File: src/rtl/parity_pkg.sv
// Shared definitions for the word-parity path (generator and receiver sides).
// Contents:
//   parity_rx_state_e : receiver lock FSM states (RUN, LOCKED)
//   PARITY_MAX_W      : widest data word parity_err() accepts
//   parity_err()      : 1 when {data, par} fails the even/odd parity check
package parity_pkg;

  typedef enum logic {
    RUN    = 1'b0,
    LOCKED = 1'b1
  } parity_rx_state_e;

  localparam int unsigned PARITY_MAX_W = 1024;

  // Callers zero-extend narrower words; zero bits leave the reduction unchanged.
  function automatic logic parity_err(input logic [PARITY_MAX_W-1:0] data,
                                      input logic par,
                                      input logic odd);
    return (^data) ^ par ^ odd;
  endfunction

endpackage

File: src/rtl/parity_check_rx_if.sv
// Valid/ready stream bundle for parity_check_rx.
// Input side : in_valid, in_ready, in_data, in_parity
// Output side: out_valid, out_ready, out_data, out_err
// Modports: slave = the receiver, master = the party driving words in and
// consuming words out.
interface parity_check_rx_if #(
  parameter int unsigned DATA_W = 32
) ();

  logic              in_valid;
  logic              in_ready;
  logic [DATA_W-1:0] in_data;
  logic              in_parity;
  logic              out_valid;
  logic              out_ready;
  logic [DATA_W-1:0] out_data;
  logic              out_err;

  modport slave (
    input  in_valid, in_data, in_parity, out_ready,
    output in_ready, out_valid, out_data, out_err
  );

  modport master (
    output in_valid, in_data, in_parity, out_ready,
    input  in_ready, out_valid, out_data, out_err
  );

endinterface

File: src/rtl/parity_rx_stage.sv
// One-entry valid/ready register slice carrying {data, err}.
// Ports:
//   clock, reset_n   : clock, async active-low reset (drops the held word)
//   s_valid/s_ready  : upstream handshake; s_ready does not depend on s_valid
//   s_data, s_err    : word and its error tag
//   m_valid/m_ready  : downstream handshake
//   m_data, m_err    : registered word, held while m_valid && !m_ready
module parity_rx_stage #(
  parameter int unsigned DATA_W = 32
) (
  input  logic              clock,
  input  logic              reset_n,
  input  logic              s_valid,
  output logic              s_ready,
  input  logic [DATA_W-1:0] s_data,
  input  logic              s_err,
  output logic              m_valid,
  input  logic              m_ready,
  output logic [DATA_W-1:0] m_data,
  output logic              m_err
);

  assign s_ready = !m_valid || m_ready;

  always_ff @(posedge clock or negedge reset_n) begin
    if (!reset_n) begin
      m_valid <= 1'b0;
      m_data  <= '0;
      m_err   <= 1'b0;
    end else if (s_ready) begin
      m_valid <= s_valid;
      if (s_valid) begin
        m_data <= s_data;
        m_err  <= s_err;
      end
    end
  end

endmodule

File: src/rtl/parity_check_rx.sv
// Receive end of the word-parity path. Checks {data, parity} words in even or
// odd mode, forwards each word one cycle later with an error tag, counts
// errors (saturating), keeps a sticky error flag, and locks the input after
// ERR_LIMIT consecutive bad words until clear_err.
// Ports:
//   clock, reset_n : clock, async active-low reset
//   odd_mode       : 0 = even parity, 1 = odd parity (per accepted word)
//   clear_err      : pulse; clears counters/sticky, leaves LOCKED
//   bus            : parity_check_rx_if.slave (in_* / out_* streams)
//   sticky_err     : set on any counted error
//   err_count      : total counted errors, saturating at all-ones
//   locked         : 1 while in LOCKED
// Build option: PARITY_DROP_EN -- bad words are counted but not forwarded,
// and out_err is then always 0.
module parity_check_rx
  import parity_pkg::*;
#(
  parameter int unsigned DATA_W    = 32,
  parameter int unsigned CNT_W     = 16,
  parameter int unsigned ERR_LIMIT = 4
) (
  input  logic                 clock,
  input  logic                 reset_n,
  input  logic                 odd_mode,
  input  logic                 clear_err,
  parity_check_rx_if.slave     bus,
  output logic                 sticky_err,
  output logic [CNT_W-1:0]     err_count,
  output logic                 locked
);

  parity_rx_state_e  state, state_nxt;
  logic              alive;
  logic [7:0]        consec;
  logic              stage_ready;
  logic              accept;
  logic              word_err;
  logic              bad;
  logic              stage_valid;
  logic              stage_err;
  logic [DATA_W-1:0] in_word;

  // Holds in_ready low through reset without routing reset_n into the datapath.
  always_ff @(posedge clock or negedge reset_n) begin
    if (!reset_n) alive <= 1'b0;
    else          alive <= 1'b1;
  end

  assign in_word      = bus.in_data;
  assign bus.in_ready = alive && (state == RUN) && stage_ready;
  assign accept       = bus.in_valid && bus.in_ready;
  assign word_err     = parity_err(PARITY_MAX_W'(in_word), bus.in_parity, odd_mode);
  assign bad          = accept && word_err;
  assign locked       = (state == LOCKED);

`ifdef PARITY_DROP_EN
  assign stage_valid = accept && !word_err;
  assign stage_err   = 1'b0;
`else
  assign stage_valid = accept;
  assign stage_err   = word_err;
`endif

  parity_rx_stage #(
    .DATA_W (DATA_W)
  ) u_stage (
    .clock   (clock),
    .reset_n (reset_n),
    .s_valid (stage_valid),
    .s_ready (stage_ready),
    .s_data  (in_word),
    .s_err   (stage_err),
    .m_valid (bus.out_valid),
    .m_ready (bus.out_ready),
    .m_data  (bus.out_data),
    .m_err   (bus.out_err)
  );

  always_ff @(posedge clock or negedge reset_n) begin
    if (!reset_n) state <= RUN;
    else          state <= state_nxt;
  end

  // Lock on the bad accept that brings consec up to ERR_LIMIT; a same-cycle
  // clear_err wins, so that word neither counts nor locks.
  always_comb begin
    state_nxt = state;
    unique case (state)
      RUN: begin
        if (!clear_err && bad && (consec == 8'(ERR_LIMIT - 1)))
          state_nxt = LOCKED;
      end
      LOCKED: begin
        if (clear_err)
          state_nxt = RUN;
      end
      default: state_nxt = RUN;
    endcase
  end

  always_ff @(posedge clock or negedge reset_n) begin
    if (!reset_n) begin
      err_count  <= '0;
      sticky_err <= 1'b0;
      consec     <= '0;
    end else if (clear_err) begin
      err_count  <= '0;
      sticky_err <= 1'b0;
      consec     <= '0;
    end else if (bad) begin
      if (err_count != '1)
        err_count <= err_count + 1'b1;
      sticky_err <= 1'b1;
      consec     <= consec + 1'b1;
    end else if (accept) begin
      consec <= '0;
    end
  end

endmodule
File: src/flat_wrapper.sv
// flat-port wrapper written by rule: the top's interface ports become plain ports
module parity_check_rx_flat import parity_pkg::*;
#(
  parameter int unsigned DATA_W    = 32,
  parameter int unsigned CNT_W     = 16,
  parameter int unsigned ERR_LIMIT = 4
)
  (clock, reset_n, odd_mode, clear_err, sticky_err, err_count, locked, bus_in_valid, bus_in_data, bus_in_parity, bus_out_ready, bus_in_ready, bus_out_valid, bus_out_data, bus_out_err);
  parity_check_rx_if #(.DATA_W(DATA_W)) bus_i ();
  input  logic clock;
  input  logic reset_n;
  input  logic odd_mode;
  input  logic clear_err;
  output logic sticky_err;
  output logic [CNT_W-1:0] err_count;
  output logic locked;
  input wire logic [$bits(bus_i.in_valid)-1:0] bus_in_valid;
  input wire logic [$bits(bus_i.in_data)-1:0] bus_in_data;
  input wire logic [$bits(bus_i.in_parity)-1:0] bus_in_parity;
  input wire logic [$bits(bus_i.out_ready)-1:0] bus_out_ready;
  output wire logic [$bits(bus_i.in_ready)-1:0] bus_in_ready;
  output wire logic [$bits(bus_i.out_valid)-1:0] bus_out_valid;
  output wire logic [$bits(bus_i.out_data)-1:0] bus_out_data;
  output wire logic [$bits(bus_i.out_err)-1:0] bus_out_err;
  assign bus_i.in_valid = bus_in_valid;
  assign bus_i.in_data = bus_in_data;
  assign bus_i.in_parity = bus_in_parity;
  assign bus_i.out_ready = bus_out_ready;
  assign bus_in_ready = bus_i.in_ready;
  assign bus_out_valid = bus_i.out_valid;
  assign bus_out_data = bus_i.out_data;
  assign bus_out_err = bus_i.out_err;
  parity_check_rx #(.DATA_W(DATA_W), .CNT_W(CNT_W), .ERR_LIMIT(ERR_LIMIT)) u_core (.clock(clock), .reset_n(reset_n), .odd_mode(odd_mode), .clear_err(clear_err), .bus(bus_i), .sticky_err(sticky_err), .err_count(err_count), .locked(locked));
endmodule
File: config.mk
export PLATFORM = sky130hd
export DESIGN_NAME = parity_check_rx_flat
export DESIGN_NICKNAME = d
export VERILOG_FILES = /design/src/rtl/parity_pkg.sv /design/src/rtl/parity_check_rx_if.sv /design/src/rtl/parity_rx_stage.sv /design/src/rtl/parity_check_rx.sv /design/src/flat_wrapper.sv
export SDC_FILE = /design/constraint.sdc
export NUM_CORES = 1
export LEC_CHECK = 0
export BUFFER_PORTS_ARGS = -buffer_cell sky130_fd_sc_hd__buf_4
export CAP_MARGIN = 20
export CORE_MARGIN = 1
export CORE_UTILIZATION = 46
export DETAILED_ROUTE_END_ITERATION = 10
export PLACE_DENSITY = 0.76
export SYNTH_ARGS = -nofsm -noshare
export SYNTH_HDL_FRONTEND = slang
export SYNTH_SLANG_ARGS = --single-unit
export TNS_END_PERCENT = 10
File: constraint.sdc
create_clock -name clock -period 2.2 [get_ports clock]
set_input_delay 0.11 -clock clock [delete_from_list [all_inputs] [get_ports clock]]
set_output_delay 0.11 -clock clock [all_outputs]
set_load 0.005 [all_outputs]
==> results by group <==
Clocking
  • Number of H-tree levels: 3
  • Clock tree from TritonCTS: done
  • Clock transition at the registers of the reported paths: 0.07 ns
  • Clk root buf: sky130_fd_sc_hd__clkbuf_8
  • Buffers from clock root to sink, at most: 2
  • Sink Count: 61
  • TritonCTS Buffers: 9
  • Skew-Pair Late Insertion Delay: 0.34 ns

Route
  • Drt wl/cell: 14.04 um
  • Highest metal layer with signal wires: met4
  • Number of nets still failing antenna checks after routing: 0
  • Remaining routing DRC violations: 0
  • Count of vias placed by the detailed router: 2842
  • Number of DRC markers after the initial detailed-route iteration: 146
  • Wirelength, routed: 7.889 mm
  • Met3 routed wirelength: 365 um
  • Met1 wire length: 3.327 mm
  • DR pass1 iterations: 4
  • Number of vias per cell: 5.057
  • Wire length on met2: 3.969 mm

Placement
  • RD Place Congestion: 0.8095
  • # port buffers: 91
  • Placed Instance Area: 3949 um^2
  • Detailed-placement wirelength estimate: 5.098 mm
  • Dpl cells: 511

STA
  • Final Max Slew Viols: 0
  • Number of endpoints with negative hold slack in the final report: 0
  • Fmax: 463.0 MHz
  • Worst max-slew margin expressed relative to the limit: 49.28%
  • RSZ-0062 raised after global routing: true
  • Worst Skew: 0.007385 ns
  • Tcrit/Tclk final: 98.17%
  • Setup-failing EPs final: 0
  • Post-layout minimum cycle time: 2.160 ns
  • Worst slew pin tran: 0.7608 ns

Die
  • Area inside the core boundary: 6314 um^2
  • Floorplan die width: 82.71 um
  • Area of the die: 6841 um^2
  • Starting Density: 47.46%
  • Die boundary height: 82.71 um
  • Number of top-level pins: 92
  • Std cell rows: 29

Power and ir drop
  • Fraction of power consumed by sequential logic: 36.8%
  • Max VDD drop: 0.4871 mV
  • Static leakage: 2.242 nW
  • Power per cell area: 798.7 nW/um^2
  • Part of the power in combinational logic: 37.1%
  • Clock group share of total power: 26.1%
  • Sw Share: 31.07%
  • Total internal power: 2.491 mW
  • Net switching power of the design: 1.123 mW

Setup path
  • Cell-by-cell trace of the critical path: nand4b_1, a31oi_1, buf_4, nand2_1, mux2_4, or4_4, a21oi_2
  • Critical path capture point type: register
  • Delay of the slowest critical-path stage: 0.53 ns
  • Data required time at the worst endpoint: 2.47 ns
  • Reg-to-reg setup timing slack: 0.04 ns
  • Worst path arrival time: 2.43 ns
  • Critical path fanouts, max: 7
  • CP top delay family: simple AND/OR/NAND/NOR gates
  • Crit start category: register
  • Critical path class: reg -> reg
  • Slowest library cell on the worst path: sky130_fd_sc_hd__or4_4
  • End of the worst register-to-register path: u_core.err_count[7]
  • Start of the worst register-to-register path: u_core.locked
  • Cells on worst reg2reg path: 7
  • Crit path buffers/inverters: 1

Min path
  • Kind of path behind the tightest hold check: in -> reg
  • Count of cells along the worst hold path: 4
  • Worst-case hold path end point: u_core.u_stage.m_data[0]
  • Start point of the worst hold path: bus_in_data[0]

Yosys
  • Synthesized-area fraction occupied by and/or/nand/nor cells: 25.68%
  • Parity-gate share of the synthesized area counting xor and xnor cells: 12.32%
  • Library cells used by synthesis: 39
  • Portion of the post-synthesis area used by sequential elements: 50.94%
  • Ranking of synthesized cells by area: sky130_fd_sc_hd__dfrtp_1 51%, sky130_fd_sc_hd__nand2_1 14%, sky130_fd_sc_hd__xnor2_1 7.9%
  • Number of warning messages in the yosys log: 0
  • Compound-Gate Fraction of Synth Area: 6.347%
  • Portion of netlist area occupied by mux cells: 1.628%
  • Netlist Area Pre-Place: 2997 um^2
  • Net count after synthesis: 366
  • Flops & latches, synth: 61
  • Dominant combinational cell family by area after synthesis: simple AND/OR/NAND/NOR gates
  • Synthesized-area fraction occupied by adder cells: 0.8351%
  • Post-Synthesis Mean Instance Area: 9.220 um^2
  • Post-synth top area cell: sky130_fd_sc_hd__dfrtp_1
  • Cell count after synthesis: 325
  • Proportion of netlist area held by the largest area contributor: 50.94%

Global routing
  • Largest net degree at the start of global routing: 62
  • GR Overflow Total: 0
  • Via count of the first global-routing pass: 2826
  • First-pass GRT wire length: 12.70 mm
  • Number of antenna violations at the first check in global routing: 0
  • Overall track demand over capacity in global routing: 25.21%

Finish
  • Final core utilization: 71.66%
  • Highest-count cells in the layout ignoring fill and taps: 124 x sky130_fd_sc_hd__buf_4, 107 x sky130_fd_sc_hd__nand2_1, 61 x sky130_fd_sc_hd__dfrtp_1, 32 x sky130_fd_sc_hd__dlygate4sd3_1, 27 x sky130_fd_sc_hd__xnor2_1
  • Most common cell after layout, fill and taps aside: sky130_fd_sc_hd__buf_4
  • Nets: 522
  • Area Overhead vs Synth: 50.98%
  • Count of non-filler cells in the finished layout: 562
  • Post-route cell area: 4524 um^2
  • Layout cells sized above 1: 32.58%
  • Diode insertion count for antenna repair: 0

Job
  • Number of max-cap violations: 0

Status
  • Run status: completed
-- power by group through the flow --
stage | clock [mW] | sequential, mW | combinational (mW)
final | 0.944 | 1.33 | 1.34
after global routing | 1.02 | 1.34 | 1.47
after CTS | 0.954 | 1.33 | 1.33
after detailed placement | 0 | 1.35 | 1.28
after global placement | 0 | 1.34 | 1.25
after floorplan | 0 | 1.35 | 0.546
-- cells in the mapped netlist --
cell type / count
sky130_fd_sc_hd__nor3_1: 2
sky130_fd_sc_hd__nand2b_1: 2
sky130_fd_sc_hd__nor2_1: 19
sky130_fd_sc_hd__or3_1: 3
sky130_fd_sc_hd__a41o_1: 1
sky130_fd_sc_hd__o21ai_0: 5
sky130_fd_sc_hd__nor4b_1: 1
sky130_fd_sc_hd__nand4b_1: 1
sky130_fd_sc_hd__nor4_1: 2
sky130_fd_sc_hd__and3b_1: 1
sky130_fd_sc_hd__o2bb2ai_1: 1
sky130_fd_sc_hd__mux2_2: 3
sky130_fd_sc_hd__xor2_1: 8
sky130_fd_sc_hd__nand4_1: 6
sky130_fd_sc_hd__and3_1: 1
sky130_fd_sc_hd__o211a_1: 1
sky130_fd_sc_hd__nand2_1: 108
sky130_fd_sc_hd__clkbuf_1: 7
sky130_fd_sc_hd__buf_6: 1
sky130_fd_sc_hd__or2_2: 1
sky130_fd_sc_hd__o31ai_1: 7
sky130_fd_sc_hd__o41ai_1: 2
sky130_fd_sc_hd__or4_1: 6
sky130_fd_sc_hd__dfrtp_1: 61
sky130_fd_sc_hd__xnor3_2: 1
sky130_fd_sc_hd__mux2_4: 1
sky130_fd_sc_hd__and4b_1: 1
sky130_fd_sc_hd__xnor3_1: 1
sky130_fd_sc_hd__ha_1: 2
sky130_fd_sc_hd__a31oi_1: 1
sky130_fd_sc_hd__xnor2_2: 1
sky130_fd_sc_hd__nor2b_1: 4
sky130_fd_sc_hd__xnor2_1: 27
sky130_fd_sc_hd__or3_2: 1
sky130_fd_sc_hd__inv_1: 3
sky130_fd_sc_hd__buf_1: 4
sky130_fd_sc_hd__conb_1: 1
sky130_fd_sc_hd__nand3_1: 15
sky130_fd_sc_hd__a21oi_1: 12
-- stage by stage --
step / setup WS [ns] / hold WS, ns / TNS (ns) / power (mW)
floorplan: 0.04441 / -0.1856 / 0 / 1.898
global placement: -0.09880 / 0.2379 / -1.027 / 2.590
detailed placement: -0.1541 / 0.2436 / -2.384 / 2.624
CTS: 0.02028 / 0.06069 / 0 / 3.609
global route: -0.09557 / 0.08959 / -0.3312 / 3.833
finish: 0.04019 / 0.07361 / 0 / 3.614
-- registers in the layout, indices dropped and copies added, names as in the netlist --
name	count
u_core.u_stage.m_valid	1
u_core.alive	1
u_core.consec	8
u_core.sticky_err	1
u_core.u_stage.m_err	1
u_core.err_count	16
u_core.locked	1
u_core.u_stage.m_data	32
-- layer usage --
layer	vias to the layer above	global-route usage, %
met5	-	0
met4	0	12.93
met3	22	6.923
met2	77	41.89
met1	1351	29.75
li1	1392	-
-- cells by family after synthesis --
group	count (synthesis)
buffers and inverters	15
xor gates and xnor gates	38
muxes	4
and+or+nand+nor	174
other	1
AOI/OAI and AO/OA	30
DFF	61
adders and majority gates	2
-- worst max path at each step --
stage                              from              endpoint  depth (start not counted)
global route        u_core.err_count[1]   u_core.err_count[7]                          9
global placement        bus_in_data[15]   u_core.err_count[7]                          8
CTS                 u_core.err_count[0]   u_core.err_count[7]                          9
detailed placement      bus_in_data[15]  u_core.err_count[14]                          9
floorplan           u_core.err_count[0]   u_core.err_count[7]                          8
finish                    u_core.locked   u_core.err_count[7]                          7
-- cell type report --
cell class / count / area, um^2
tap: 77 / 96.34
timing repair buffer: 157 / 1262
sequential: 61 / 1526
clock buffer: 9 / 123.9
inverter: 3 / 11.26
clock inverter: 6 / 55.05
fill: 484 / 1789
multi-input combinational: 249 / 1449
-- worst min-delay path: stages --
cell	delay [ns]
sky130_fd_sc_hd__buf_4	0.09
sky130_fd_sc_hd__buf_4	0.09
sky130_fd_sc_hd__nand2_1	0.04
sky130_fd_sc_hd__nand2_1	0.04
-- timing repair --
item	4_1_cts	5_1_grt
setup endpoints to repair	6	10
endpoints found under the hold margin	92	0
hold buffers	32	0
gates resized for setup	0	11
gates cloned	0	0
pin swaps	1	8
setup buffers	1	3
Note: power is estimated with default switching activity, not from simulation.
